--- src/rtl/phase_sequencer_pkg.sv ---
// Shared definitions for the phase sequencer: FSM state encoding and the
// phase index width helper.
package phase_sequencer_pkg;

   typedef enum logic [1:0] {
      ST_IDLE = 2'd0,
      ST_LOAD = 2'd1,
      ST_RUN  = 2'd2,
      ST_FIN  = 2'd3
   } state_e;

   function automatic int phase_w(input int n);
      return (n <= 2) ? 1 : $clog2(n);
   endfunction

endpackage

--- src/rtl/phase_sequencer_prescaler.sv ---
// Synchronous up-only modulo-PRESCALE counter; TC is high while the count
// sits at PRESCALE-1. CLR has priority over ENABLE.
module phase_prescaler #(
   parameter int PRESCALE = 5
) (
   input  logic CLK,
   input  logic RSTn,
   input  logic CLR,
   input  logic ENABLE,
   output logic TC
);

   localparam int CW = $clog2(PRESCALE);

   logic [CW-1:0] count_q;
   logic [CW-1:0] count_d;

   assign TC = (count_q == CW'(PRESCALE - 1));

   always_comb begin
      count_d = count_q;
      if (CLR) begin
         count_d = '0;
      end else if (ENABLE) begin
         count_d = TC ? '0 : count_q + CW'(1);
      end
   end

   always_ff @(posedge CLK or negedge RSTn) begin
      if (!RSTn) begin
         count_q <= '0;
      end else begin
         count_q <= count_d;
      end
   end

endmodule

--- src/rtl/phase_sequencer.sv ---
// Programmable multi-phase timer: walks N_PHASES phases, each lasting a
// programmable number of prescaled ticks. Optional macro PHASE_SEQUENCER_LOOP_EN
// makes the sequence repeat until STOP instead of ending through FIN.
module phase_sequencer
   import phase_sequencer_pkg::*;
#(
   parameter int N_PHASES  = 4,
   parameter int DUR_W     = 8,
   parameter int PRESCALE  = 5,
   parameter int DEF_DUR   = 1,
   localparam int PW       = phase_w(N_PHASES)
) (
   input  logic             CLK,
   input  logic             RSTn,
   input  logic             START,
   input  logic             STOP,
   input  logic             DUR_LOAD,
   input  logic [PW-1:0]    DUR_IDX,
   input  logic [DUR_W-1:0] DUR_VAL,
   output logic [PW-1:0]    PHASE,
   output logic             TICK,
   output logic             PHASE_END,
   output logic             DONE,
   output logic             BUSY,
   output logic [1:0]       dbg_state
);

   state_e           state_q, state_d;
   logic [PW-1:0]    phase_q, phase_d;
   logic [DUR_W-1:0] rem_q, rem_d;
   logic [DUR_W-1:0] dur_q [N_PHASES];
   logic [DUR_W-1:0] dur_d [N_PHASES];
   logic [DUR_W-1:0] dur_sel;
   logic             presc_tc;
   logic             tick_w;
   logic             last_tick;
   logic             last_phase;

   phase_prescaler #(.PRESCALE(PRESCALE)) u_prescaler (
      .CLK    (CLK),
      .RSTn   (RSTn),
      .CLR    ((state_q == ST_LOAD) || STOP),
      .ENABLE (state_q == ST_RUN),
      .TC     (presc_tc)
   );

   assign tick_w     = (state_q == ST_RUN) && presc_tc;
   assign last_tick  = tick_w && (rem_q <= DUR_W'(1));
   assign last_phase = (phase_q == PW'(N_PHASES - 1));

   // Out-of-range indices match no entry, so such writes are dropped.
   always_comb begin
      dur_sel = '0;
      for (int i = 0; i < N_PHASES; i++) begin
         dur_d[i] = dur_q[i];
         if (DUR_LOAD && (DUR_IDX == PW'(i))) dur_d[i] = DUR_VAL;
         if (phase_q == PW'(i)) dur_sel = dur_q[i];
      end
   end

   always_ff @(posedge CLK or negedge RSTn) begin
      if (!RSTn) begin
         state_q <= ST_IDLE;
         phase_q <= '0;
         rem_q   <= '0;
         for (int i = 0; i < N_PHASES; i++) dur_q[i] <= DUR_W'(DEF_DUR);
      end else begin
         state_q <= state_d;
         phase_q <= phase_d;
         rem_q   <= rem_d;
         for (int i = 0; i < N_PHASES; i++) dur_q[i] <= dur_d[i];
      end
   end

   always_comb begin
      state_d = state_q;
      phase_d = phase_q;
      rem_d   = rem_q;
      case (state_q)
         ST_IDLE: if (START) begin
            state_d = ST_LOAD;
            phase_d = '0;
         end
         ST_LOAD: begin
            state_d = ST_RUN;
            rem_d   = (dur_sel == '0) ? DUR_W'(1) : dur_sel;
         end
         ST_RUN: begin
            if (last_tick) begin
               if (!last_phase) begin
                  state_d = ST_LOAD;
                  phase_d = phase_q + PW'(1);
               end else begin
`ifdef PHASE_SEQUENCER_LOOP_EN
                  state_d = ST_LOAD;
                  phase_d = '0;
`else
                  state_d = ST_FIN;
`endif
               end
            end else if (tick_w) begin
               rem_d = rem_q - DUR_W'(1);
            end
         end
         ST_FIN: begin
            state_d = ST_IDLE;
            phase_d = '0;
         end
         default: state_d = ST_IDLE;
      endcase
      // STOP overrides everything, including a START seen in IDLE.
      if (STOP) begin
         state_d = ST_IDLE;
         phase_d = '0;
      end
   end

   always_comb begin
      PHASE     = phase_q;
      TICK      = tick_w;
      PHASE_END = last_tick && !STOP;
`ifdef PHASE_SEQUENCER_LOOP_EN
      DONE      = last_tick && last_phase && !STOP;
`else
      DONE      = (state_q == ST_FIN) && !STOP;
`endif
      BUSY      = (state_q == ST_LOAD) || (state_q == ST_RUN);
      dbg_state = state_q;
   end

endmodule

--- config.mk ---
export PLATFORM = sky130hd
export DESIGN_NAME = phase_sequencer
export DESIGN_NICKNAME = d
export VERILOG_FILES = /design/src/rtl/phase_sequencer_pkg.sv /design/src/rtl/phase_sequencer_prescaler.sv /design/src/rtl/phase_sequencer.sv
export SDC_FILE = /design/constraint.sdc
export NUM_CORES = 1
export LEC_CHECK = 0
export CAP_MARGIN = 20
export CORE_AREA = 2 2 51 100
export CTS_CLUSTER_SIZE = 12
export DETAILED_ROUTE_END_ITERATION = 6
export DIE_AREA = 0 0 53 102
export MAX_ROUTING_LAYER = met4
export PLACE_DENSITY = 0.76
export SLEW_MARGIN = 15
export SYNTH_ARGS = -nofsm -noshare
export SYNTH_HDL_FRONTEND = slang
export SYNTH_SLANG_ARGS = --single-unit
--- constraint.sdc ---
create_clock -name CLK -period 2.7 [get_ports CLK]
set_input_delay 0.54 -clock CLK [delete_from_list [all_inputs] [get_ports CLK]]
set_output_delay 0.54 -clock CLK [all_outputs]
set_load 0.05 [all_outputs]
==> impl_metrics.tcl <==
set metrics [dict create \
    reg2reg_depth 5 \
    cts_buffers 5 \
    cts.path.max_buffers 2 \
    syn_inst 239 \
    setup_viol 0 \
    track_usage 0.238 \
    critical_path_peak_fanout 6 \
    top_layer "met4" \
    antenna_found_initial 0 \
    nFillCells 416 \
    numPortBuffers 22 \
    routed_wl_microns 5350 \
    crit_path_top_delay_cell "or4b_4" \
    vias 1935 \
    cts_setup_buffers 0 \
    power_leakage_nw 1.21 \
    slew_headroom 0.656 \
    tns_ps 0 \
    yosys_warnings 0 \
    ctsHoldBuffers 0 \
    cts_resized 0 \
    finalHoldViolCount 0 \
    max_cap_violations 0 \
    arrival_ps 2080 \
    cts_tree "done" \
    area_delta_synth_final_pct 15.6 \
    ys_seq_area_frac 0.463 \
    synth_area_sq_um 2550 \
    grt_max_degree 19 \
    syn-num-nets 266 \
    num_io_pins 23 \
    n_antenna_cell 0 \
    drt_pre_antenna_iters 4 \
    critPathBufInv 1 \
    critPathLaunchType "flip-flop" \
    setup_ws_ps 75.3 \
    viasPerCell 6.05 \
    status "completed" \
    ys_async_sr_fraction 1.00 \
    routedWlPerCell_microns 16.7 \
    htreeDepth 2 \
    grt_overflow 0 \
    mostFrequentLayoutCells "43 x dfrtp_1, 35 x mux2_2, 22 x nand2_1, 18 x clkdlybuf4s50_1" \
    synth.area.top_cells "dfrtp_1 42%, mux2_2 15%, ha_1 5.9%, dfstp_2 4.1%, nand2_1 3.2%" \
    rsz0062_at_grt "false" \
    drc_errors 0 \
    cts.sinks 47 \
    r2r_end "PHASE[0]" \
    clockRootBuffer "clkbuf_8" \
    synth_edf_count 0 \
    initial_core_util 0.555 \
    clk_latency_ps 300 \
    grt_pass1_wl_microns 9150 \
    syn_avg_cell_area_sq_um 10.7 \
    p_per_area_nw_per_um2 722 \
    regArea_sq_um 1180 \
    wl_met3_microns 82 \
    min_period_ps 2620 \
    ys_seq_elements 47 \
    synth_top_area_frac 0.422 \
    multi_input_area_sq_um 1280 \
    max_stage_delay_ps 570 \
    die_h_microns 102 \
    max_freq_ghz 0.381 \
    worst_path_dominant_cell_family "simple AND/OR/NAND/NOR gates" \
    startpoint "rem_q[5]" \
    worst_pin_slew_ps 516 \
    pre_cts_ws_ps 416 \
    yosys.area.top_type "dfrtp_1" \
    ys.flop_type "dfrtp_1" \
    reg2reg_setup_slack_ps 470 \
    maxSlewViolCount 0 \
    met1_length_microns 2040 \
    peakVddDrop_uv 581 \
    dr.first_iter.drc_count 43 \
    yosysUniqueCellTypes 40 \
    power.total_mw 2.13 \
    drive_gt1_frac 0.223 \
    rr_startpoint "rem_q[5]" \
    hp-class "in -> async" \
    die_width_microns 53 \
    cp.required_ps 2160 \
    hpwl_microns 4050 \
    end_kind "output pin" \
    globalplace.congestion 0.859 \
    met2_wirelength_microns 3070 \
    row_count 35 \
    core_region_area_sq_um 4600 \
    final_common_cell "dfrtp_1" \
    min_period_over_period 0.972 \
    fin_skew_ps 10.4 \
    ant_nets 0 \
    num-nets-final 291 \
    die-area_sq_um 5410 \
    clk_pin_slew_ps 90 \
    grt_pass1_vias 1944 \
    crit_type "reg -> out" \
    crit_chain "or3_1 > or4b_4 > nor3_2 > buf_12" \
]
## registers in the layout (all words and copies together) (netlist names)
name,count
dur_q,32
PHASE,2
rem_q,8
dbg_state,2
u_prescaler.count_q,3
## worst max path at each step
stage | slack, ps | cells after the start | end
after floorplan | 200 | 3 | PHASE_END
after global placement | 440 | 4 | PHASE_END
after detailed placement | 420 | 4 | PHASE_END
after CTS | 70 | 4 | PHASE_END
after global routing | 20 | 4 | PHASE_END
final | 80 | 4 | PHASE_END
## cells in the mapped netlist (2+ instances only)
library cell / number
nand2_1: 22
a31oi_1: 4
mux2_2: 35
or4_1: 2
a21oi_1: 13
clkbuf_1: 8
nor3_1: 7
and2_1: 2
o21ai_0: 10
nand4_1: 4
or3_1: 3
nor2_1: 9
nand2b_1: 6
o31ai_1: 4
ha_1: 12
nand3_1: 5
nand3b_1: 4
dfstp_2: 4
o221ai_1: 3
inv_1: 13
a22o_1: 4
o211ai_1: 3
dfrtp_1: 43
a221oi_1: 3
## logic make-up (layout without fill, tap and decap cells)
logic type	after synthesis	after routing	share of synthesized area
AOI/OAI and AO/OA	54	54	0.146
adders and majority gates	12	12	0.0589
buffers and inverters	22	48	0.0353
and+or+nand+nor	69	69	0.142
DFF	47	47	0.463
muxes	35	35	0.155
## where the power goes
group | internal [mW] | switching [mW]
Clock | 0.182 | 0.232
Sequential | 0.872 | 0.135
Combinational | 0.337 | 0.369
Total | 1.39 | 0.735
## routing by layer
metal,up-vias,track usage
met1,978,0.253
li1,925,-
met5,-,-
met4,0,0.105
met2,20,0.424
met3,12,0.0336
## cell type report
cell class / instances / share of cell area
clock buffer: 7 / 0.0259
clock inverter: 1 / 0.00170
inverter: 13 / 0.0166
multi-input combinational: 170 / 0.436
sequential: 47 / 0.401
tap: 55 / 0.0234
timing repair buffer: 27 / 0.0960
## metrics by stage
step	instances	hold slack (ps)	utilization	area (sq um)
2_1_floorplan	239	244	-	2550
4_1_cts	320	129	0.641	2950
3_3_place_gp	312	445	0.623	2870
5_1_grt	320	136	0.641	2950
6_report	320	121	0.641	2950
3_5_place_dp	312	456	0.623	2870
Note: power is estimated with default switching activity, not from simulation.
==> RTL edit (config.mk and constraints unchanged) <==
Reset style: synchronous (`RSTn`), changed in 2 clocked blocks.
--- a/src/rtl/phase_sequencer_prescaler.sv
+++ b/src/rtl/phase_sequencer_prescaler.sv
@@ -27,5 +27,5 @@
    end
 
-   always_ff @(posedge CLK or negedge RSTn) begin
+   always_ff @(posedge CLK) begin
       if (!RSTn) begin
          count_q <= '0;
--- a/src/rtl/phase_sequencer.sv
+++ b/src/rtl/phase_sequencer.sv
@@ -59,5 +59,5 @@
    end
 
-   always_ff @(posedge CLK or negedge RSTn) begin
+   always_ff @(posedge CLK) begin
       if (!RSTn) begin
          state_q <= ST_IDLE;
Check against the original RTL: differs if RSTn is asserted again (counterexample within 4 cycles, from zero or initial values and one cycle with RSTn low); with RSTn held inactive, the same outputs for 10 cycles.
==> RTL edit against the unedited design <==
Critical path depth is 3 higher. Sequential cell count is the same. Final area shrank 0.59%. Setup slack gained 0.056 ns. First-iteration DRC count decreased by 35%. Wire length grew 8.2%. Sequential share of layout area shrank 8.0 points. Area after synthesis decreased by 2.2%. Die area stayed put. Clock skew is 0.0043 ns lower. Non-clock buffer count up 1. Critical endpoint unchanged.
Power is not compared: it rests on default switching activity, and its combinational part moved more than twofold at a synthesized area within 25%.
==> RTL edit: results (changes against the unedited design) <==
hold path start=dur_q[3][5]; wire per inst=15.0 um (was 16.7 um); Synth area leaders=dfxtp_1 (38%), nand2_1 (7.5%), mux2i_1 (6.8%) (was dfrtp_1 (42%), mux2_2 (15%), ha_1 (5.9%)); Syn. warnings=0 (unchanged); Total GRT Usage=0.244 (was 0.238); Clock Path Buffers=2 (unchanged); status=finished, final reports clean (unchanged); syn nets=336 (was 266); Worst Setup SP=rem_q[0] (was rem_q[5]); H-Tree Depth=2 (unchanged); HPWL Detailed=4350 um (was 4050 um); Routability Congestion=0.869 (was 0.859); Post-synth ARST share=0 (was 1.00); layout cells sized above 1=0.0725 (was 0.223); worst hold path type=reg2reg (was in2async); Cell variety after synth=45 (was 40); CTS Buf Count=5 (unchanged); M1 WL=2260 um (was 2040 um); worst-skew pair later-pin latency=0.30 ns (about the same); ANT cells=0 (unchanged); nets=357 (was 291); synth cell count leaders=nand2_1 (50), dfxtp_1 (47), nor2_1 (29), a21oi_1 (25), mux2i_1 (17) (was dfrtp_1 (43), mux2_2 (35), nand2_1 (22), a21oi_1 (13), inv_1 (13)); met1 usage=0.237 (was 0.253); worst slew pin tran=0.656 ns (was 0.516 ns); Most used DFF post-synth=dfxtp_1 (was dfrtp_1); largest net degree at the start of global routing=26 (was 19); Synth Instances=309 (was 239); first-pass GRT wire length=9490 um (was 9150 um); Placement Setup Slack=0.462 ns (was 0.416 ns); post-CTS resize count=0 (unchanged); placed cell count=378 (was 312); GR Layer Usage met3=0.0409 (was 0.0336); WL met2=3210 um (was 3070 um); sequential share of the synthesized area=0.377 (was 0.463); max incr delay on CP=0.43 ns (was 0.57 ns); DRT Wirelength=5790 um (was 5350 um); # port buffers=22 (unchanged); vias in the first global route=2,117 (was 1,944); CP startpoint kind=register (unchanged); Top Registers=dur_q x32, rem_q x8, u_prescaler.count_q x3 (unchanged); Pre-Repair DR Iteration Count=4 (unchanged); GR Util met2=0.445 (was 0.424); vias=2,227 (was 1,935); Worst path slowest cell=or3_4 (was or4b_4); met3 wire len=132 um (was 82 um); Clock transition at path regs=0.08 ns; Critical Path AT=2.03 ns (was 2.08 ns); reg-to-reg critical path startpoint=PHASE[0] (was rem_q[5]); clk_skew=0.00608 ns (was 0.0104 ns); Yosys top cell by area=dfxtp_1 (was dfrtp_1); drt initial violations=28 (was 43)
[RTL edit: changes by cell type in the layout (fill, tap and decap cells not counted), sizes merged, moves of 6 or more]
cell,unedited run,this run
dfxtp,0,47
mux2i,0,17
nor2b,1,7
a21oi,13,25
nor2,9,29
nand2,22,50
dfrtp,43,0
mux2,35,1
[RTL edit: layout make-up]
class | instances | area (um2)
Clock buffer | 6 | 72.6
Inverter | 16 | 60.1
Sequential cell | 47 | 941
Fill cell | 420 | 1670
Clock inverter | 2 | 60.1
Timing Repair Buffer | 28 | 283
Multi-Input combinational cell | 232 | 1440
Tap cell | 55 | 68.8
[RTL edit: logic make-up after synthesis]
family,Yosys count,share of synthesized area
adders and majority gates,12,0.0602
AOI/OAI and AO/OA,72,0.192
and+or+nand+nor,129,0.250
xor gates and xnor gates,1,0.00351
DFF,47,0.377
buffers and inverters,30,0.0451
muxes,18,0.0727
[RTL edit: worst paths after layout]
kind / cells past startpoint / to / slack, ns
setup / recovery: 7 / PHASE_END / 0.13
hold / removal: 2 / dur_q[3][5] / 0.46
setup reg to reg: 6 / rem_q[3] / 0.54
hold reg to reg: 2 / dur_q[3][5] / 0.46
[RTL edit: power breakdown]
group	leakage (nW)	switching (mW)	internal, mW
Combinational	0.655	0.103	0.0811
Sequential	0.382	0.0164	0.715
Clock	0.0654	0.243	0.370
[RTL edit: metrics by stage]
stage	hold slack [ns]	cell area [um2]	util
4_1_cts	0.464	2930	0.637
5_1_grt	0.484	2930	0.637
3_3_place_gp	0.444	2800	0.608
3_5_place_dp	0.453	2800	0.608
6_report	0.461	2930	0.637
2_1_floorplan	0.436	2500	-
[RTL edit: worst min-delay path: stages (launching register included)]
cell     delay, ns
dfxtp_1       0.32
nand2_1       0.05
a21oi_1       0.05
